`src/rtl/rl_dma_xfer.sv`:
```
// Word-block transfer engine for the RL disk controller, upstream of the rlmem port.
// Converts one command (byte address, word count, direction) into single-word rlmem requests,
// fed from a disk->memory valid/ready stream or feeding a memory->disk valid/ready stream.
// Optional build macro RLDMA_TIMEOUT_EN: abort with err if rlmemack does not arrive within
// TIMEOUT cycles of the request.
module rl_dma_xfer #(
  parameter int unsigned TIMEOUT = 1024
) (
  input  logic        clk,
  input  logic        rst,
  input  logic        cmd_start,
  input  logic        cmd_wr,
  input  logic [31:0] cmd_addr,
  input  logic [15:0] cmd_wc,
  output logic        busy,
  output logic        done,
  output logic        err,
  input  logic        din_valid,
  input  logic [15:0] din_data,
  output logic        din_ready,
  output logic        dout_valid,
  output logic [15:0] dout_data,
  input  logic        dout_ready,
  output logic        rlmemreq,
  output logic        rlmemwr,
  output logic [31:0] rlmemaddr,
  output logic [15:0] rlmemwdata,
  input  logic        rlmemack,
  input  logic [15:0] rlmemrdata
);

  typedef enum logic [2:0] {StIdle, StFetch, StReq, StWait, StPush, StDone} state_e;

  state_e      state_q, state_d;
  logic [31:0] addr_q, addr_d;
  logic [15:0] rem_q, rem_d;
  logic [15:0] wdata_q, wdata_d;
  logic [15:0] rdata_q, rdata_d;
  logic        wr_q, wr_d;
  logic        err_q, err_d;
`ifdef RLDMA_TIMEOUT_EN
  // Counts cycles since the request; 1 in the first WAIT cycle.
  logic [31:0] tmo_q, tmo_d;
`endif

  // State and datapath registers with synchronous reset.
  always_ff @(posedge clk) begin
    if (rst) begin
      state_q <= StIdle;
      addr_q  <= '0;
      rem_q   <= '0;
      wdata_q <= '0;
      rdata_q <= '0;
      wr_q    <= 1'b0;
      err_q   <= 1'b0;
`ifdef RLDMA_TIMEOUT_EN
      tmo_q   <= '0;
`endif
    end else begin
      state_q <= state_d;
      addr_q  <= addr_d;
      rem_q   <= rem_d;
      wdata_q <= wdata_d;
      rdata_q <= rdata_d;
      wr_q    <= wr_d;
      err_q   <= err_d;
`ifdef RLDMA_TIMEOUT_EN
      tmo_q   <= tmo_d;
`endif
    end
  end

  // Next-state and datapath update logic.
  always_comb begin
    state_d = state_q;
    addr_d  = addr_q;
    rem_d   = rem_q;
    wdata_d = wdata_q;
    rdata_d = rdata_q;
    wr_d    = wr_q;
    err_d   = err_q;
`ifdef RLDMA_TIMEOUT_EN
    tmo_d   = tmo_q;
`endif
    unique case (state_q)
      StIdle: begin
        if (cmd_start) begin
          addr_d = cmd_addr;
          rem_d  = cmd_wc;
          wr_d   = cmd_wr;
          err_d  = 1'b0;
          if (cmd_addr[0]) begin
            err_d   = 1'b1;
            state_d = StDone;
          end else if (cmd_wc == 16'd0) begin
            state_d = StDone;
          end else begin
            state_d = cmd_wr ? StFetch : StReq;
          end
        end
      end
      StFetch: begin
        if (din_valid) begin
          wdata_d = din_data;
          state_d = StReq;
        end
      end
      StReq: begin
        state_d = StWait;
`ifdef RLDMA_TIMEOUT_EN
        tmo_d   = 32'd1;
`endif
      end
      StWait: begin
        if (rlmemack) begin
          addr_d = addr_q + 32'd2;
          rem_d  = rem_q - 16'd1;
          if (wr_q) begin
            state_d = (rem_q == 16'd1) ? StDone : StFetch;
          end else begin
            rdata_d = rlmemrdata;
            state_d = StPush;
          end
        end
`ifdef RLDMA_TIMEOUT_EN
        // Ack in the final cycle still wins over the timeout.
        else if (tmo_q >= TIMEOUT - 1) begin
          err_d   = 1'b1;
          state_d = StDone;
        end else begin
          tmo_d = tmo_q + 32'd1;
        end
`endif
      end
      StPush: begin
        if (dout_ready) begin
          state_d = (rem_q == 16'd0) ? StDone : StReq;
        end
      end
      StDone: begin
        state_d = StIdle;
      end
      default: begin
        state_d = StIdle;
      end
    endcase
  end

  // Outputs decoded from state or taken straight from registers.
  always_comb begin
    busy       = (state_q != StIdle);
    done       = (state_q == StDone);
    din_ready  = (state_q == StFetch);
    dout_valid = (state_q == StPush);
    rlmemreq   = (state_q == StReq);
    err        = err_q;
    rlmemwr    = wr_q;
    rlmemaddr  = addr_q;
    rlmemwdata = wdata_q;
    dout_data  = rdata_q;
  end

endmodule

```
`config.mk`:
```
export PLATFORM = sky130hd
export DESIGN_NAME = rl_dma_xfer
export DESIGN_NICKNAME = d
export VERILOG_FILES = /design/src/rtl/rl_dma_xfer.sv
export SDC_FILE = /design/constraint.sdc
export NUM_CORES = 1
export LEC_CHECK = 0
export ABC_AREA = 1
export BUFFER_PORTS_ARGS = -buffer_cell sky130_fd_sc_hd__buf_2
export CAP_MARGIN = 20
export CORE_MARGIN = 2
export CORE_UTILIZATION = 45
export DETAILED_ROUTE_END_ITERATION = 6
export GPL_ROUTABILITY_DRIVEN = 0
export GPL_TIMING_DRIVEN = 0
export PLACE_DENSITY = 0.75
export SLEW_MARGIN = 20
export SYNTH_ARGS = -nofsm -noshare
export SYNTH_HDL_FRONTEND = slang
export SYNTH_SLANG_ARGS = --single-unit
```
`constraint.sdc`:
```
create_clock -name clk -period 1.5 [get_ports clk]
set_input_delay 0 -clock clk [delete_from_list [all_inputs] [get_ports clk]]
set_output_delay 0 -clock clk [all_outputs]
set_load 0.005 [all_outputs]
```
== Yosys cells after proc, flatten, opt, wreduce, memory -nomap -nowiden ==
Cells that the tools add are included.
Word-level totals
  bits in registers: 85
  logic and storage cells: 48
Operators by class
  add/subtract/negate cells: 2
  equality and inequality tests: 10
  mux-type cells: 18
  bitwise gates (word level): 1
  reduce and logical (&&, ||, !) cells: 10
Operators with widths (count)
  $mux 32: 2
  $pmux 32 s2: 1
  $add 32x2->32 const B: 1
  $logic_not 16->1: 2
  $mux 16: 2
  $pmux 16 s2: 1
  $mux 3: 9
  $eq 16x1->1 const B: 1
  $sub 16x1->16 const B: 1
  $pmux 3 s5: 1
  $eq 3x2->1 const B: 2
  $eq 3x3->1 const B: 2
  $ne 2x2->1 const B: 3
  $reduce_and 3->1: 2
  $reduce_and 2->1: 2
  $reduce_and 4->1: 1
  $eq 3x1->1 const B: 1
  $logic_not 3->1: 1
  $reduce_bool 3->1: 1
  $mux 2: 1
  $ne 2x1->1 const B: 1
  $reduce_bool 2->1: 1
  $mux 1: 1
  $not 1->1: 1

== Depth between registers and ports, before layout ==
  word-level depth: 5
  depth in mapped cells: 11

== Least setup slack after synthesis ==
Ideal clock, no wire load.
  path type: register to register
  start point: reg addr_q[1] (netlist: rlmemaddr[1])
  end point: reg addr_q[13] (netlist: rlmemaddr[13])
  arrival: 1488 ps
  required time: 1430 ps
  setup slack: -58 ps
  cell stages (with the launch flop): 9
  clock period less this slack: 1558 ps
  cells stage by stage: dfxtp_1 > ha_1 > nand2_1 > nor2_2 > nand3_1 > or2_2 > nand3_1 > nand2_1 > a21oi_1
Between the ends
  word-level cells in the longest chain between the ends: 3
RTL lines
  start, declared: line 35  | logic [31:0] addr_q, addr_d;
  start signal, assigned: line 61  | addr_q <= addr_d;
  $add 32x2->32: line 116  | addr_d = addr_q + 32'd2;
  $mux 32: line 115  | if (rlmemack) begin
  $pmux 32 s2: line 85  | unique case (state_q)
Every way passes these cells. The select of a mux whose other input is x is not followed.
A chain may end at the register's enable or synchronous reset.

== Final worst setup path ==
  start point: reg addr_q[9] (netlist: rlmemaddr[9])
  end point: reg addr_q[14] (netlist: rlmemaddr[14])
Same word-level chain as after synthesis.

==> impl_metrics.toml <==
[outcome]
status = "finished with violations"
violations = "setup timing"

[pwr]
peakVddDrop_mv = 0.7680
power.density_nw_per_um2 = 1456
p_leak_nw = 3.167

[timing]
max_slew_margin_pct = 55.21
worst_pin_slew_ps = 671.8
fin_tns_setup_ps = -43.54
setup_ws_ps = -35.53
finClkSkew_ps = 8.262
setup-violations-final = 3
min_period_ps = 1536
final.period_utilization_pct = 102.4
hold_violations = 0
fmax_ghz = 0.6512
drv_slew = 0
rsz0062_at_grt = "yes"
finalHoldWorstSlack_ps = 25.62

[synthesis]
syn_nets = 912
ys_seq_area_share_pct = 34.44
synth_edf_count = 0
ys_ff_latch = 85
synth.area.top_cells = "dfxtp_1 (34%), nand2_1 (17%), nor2_1 (15%), o21ai_0 (6.6%), a21oi_1 (6.0%)"
ys_warn_count = 0
postSynth.asyncResetShare_pct = 0
yosysUniqueCellTypes = 34
synth_top_cell_by_area = "dfxtp_1"
synthesis.area_sq_um = 4941
yosys.area.top_type_share_pct = 34.44
syn_area_per_cell_sq_um = 6.011
synthFlopType = "dfxtp_1"
synthCells = 822

[die]
die_x_microns = 108.8
die-area_sq_um = 11830
start_util_pct = 45.78
coreArea_sq_um = 10790
die_h_microns = 108.8
ioPinCount = 158
num_rows = 38

[final_layout]
regArea_sq_um = 1747
final_nets = 1167
insertedDiodeCount = 0
multi_input_area_sq_um = 3161
final_util_pct = 69.17
syn2layout_area_growth_pct = 51.10
final_common_cell = "nand2_1"
mostFrequentLayoutCells = "nand2_1 (210), buf_2 (157), nor2_1 (156), dlygate4sd3_1 (74), dfxtp_1 (61)"
drive_gt1_share_pct = 30.13
n_fill_cell = 945
final_cells = 1222

[grt]
grt_use_met2_pct = 50.67
grt.overflow.total = 0
grt_max_degree = 17
busiest_layer = "met2"
grt_pass1_vias = 5774
antenna_found_initial = 0
grt_use_met1_pct = 38.19
grtUsageMet3_pct = 4.662
gr-usage-all-layers_pct = 29.94
grt_pass1_wl_microns = 27690

[cts]
cts.sinks = 85
cts.clk_slew.worst_paths_ps = 90
htree_levels = 3
clock_latency_ps = 380
clockRootBuffer = "clkbuf_8"
cts_buffer_depth = 2
cts_tree = "done"
cts_buffers = 9

[drt]
drtIter0Drc = 602
drt_pass1_iterations = 6
drc = 0
via_per_inst = 5.262
vias = 6430
wirelength_microns = 18650
wl_per_cell_microns = 15.26
final_antenna_net_count = 0

[setup_path]
crit_required_ps = 1800
cp_cell_sequence = "nand2_2 -> nor2_1 -> nand3_1 -> or2_2 -> nand3_1 -> nand2_1 -> a21oi_1"
worstSetupStartpoint = "rlmemaddr[9]"
cp-start-kind = "flop"
cp-end-kind = "flop"
crit_type = "reg2reg"
cp_slowest_cell = "dfxtp_4"
path_max_fanout = 7
worstPathArrival_ps = 1840
reg2reg_from = "rlmemaddr[9]"
cp_common_cell = "nand3_1"
cp_slowest_stage_delay_ps = 400
r2r_setup_slack_ps = -40

[placement]
hpwl_microns = 11880
io_buffers = 156
dp_cells = 1118
pre_cts_ws_ps = -273.2

[job]
cap_violations = 0

[min_path]
hp-start = "cmd_addr[15]"
hp-class = "in2reg"
-- repair_timing --
item	in CTS	in global routing
setup endpoints to repair	70	75
resized for setup	41	143
hold buffers	74	0
cloned	0	2
buffers inserted	7	6
pin swaps	6	17
hold endpoints to repair	75	0
-- path summary, 6_finish.rpt --
path                                 endpoint  cells after the start
worst max-delay path            rlmemaddr[14]                      7
worst min-delay path            rlmemaddr[15]                      5
worst max register to register  rlmemaddr[14]                      7
worst min register to register   rlmemaddr[0]                      2
-- routing by layer --
metal  share of wire [%]  wire length [microns]
met1                  40                   7439
met4                 3.9                    729
met2                  48                   8937
met5                   0                      0
met3                 8.3                   1542
-- where the power goes --
group	switching (mW)	internal [mW]	total, mW
clock network	0.889	0.938	1.83
registers	0.694	2.87	3.57
logic	3.15	2.32	5.47
-- worst max-delay path: cells and delay by family (launching register included) --
kind	cells	cell delay [ps]
AND/OR/NAND/NOR	6	930
flip-flops	1	400
AO/OA/AOI/OAI	1	120
-- registers in the layout (all words and copies together) (netlist names) --
register,flops
rlmemaddr,32
dout_data,16
rem_q,16
rlmemwdata,16
state_q,3
err,1
rlmemwr,1
-- through the flow --
step	instance area [sq um]	power [mW]
2_1_floorplan	4945	6.193
3_3_place_gp	5901	7.568
3_5_place_dp	5901	7.621
4_1_cts	7010	9.897
5_1_grt	7466	11.59
6_report	7466	10.87
-- kinds of logic after synthesis --
kind of cell	Yosys count	share of synthesized area (%)
flip-flops	85	34.44
AO/OA/AOI/OAI	138	14.43
adder cells (fa/ha/maj)	3	0.7598
buffers and inverters	91	7.951
AND/OR/NAND/NOR	502	41.88
XOR/XNOR	3	0.5319
-- synth_stat cells (4+ instances only) --
library cell,number
o21ai_0,65
or2_2,5
inv_2,4
o21ai_1,4
buf_2,15
dfxtp_1,85
nor2_2,7
nand4_1,9
clkbuf_1,10
nor2_1,191
nand3_1,53
nand2_1,221
a211oi_1,4
a21oi_1,59
inv_1,53
nand2_2,4
-- final cells by class --
| type | instances | area share [%] |
|---|---|---|
| buffer | 32 | 3.486 |
| clock buffer | 12 | 1.810 |
| clock inverter | 4 | 0.9720 |
| inverter | 58 | 3.251 |
| multi-input combinational | 646 | 42.33 |
| sequential | 85 | 23.40 |
| tap | 140 | 2.346 |
| timing repair buffer | 245 | 22.41 |
No activity file was read; power rests on OpenSTA's default activity.
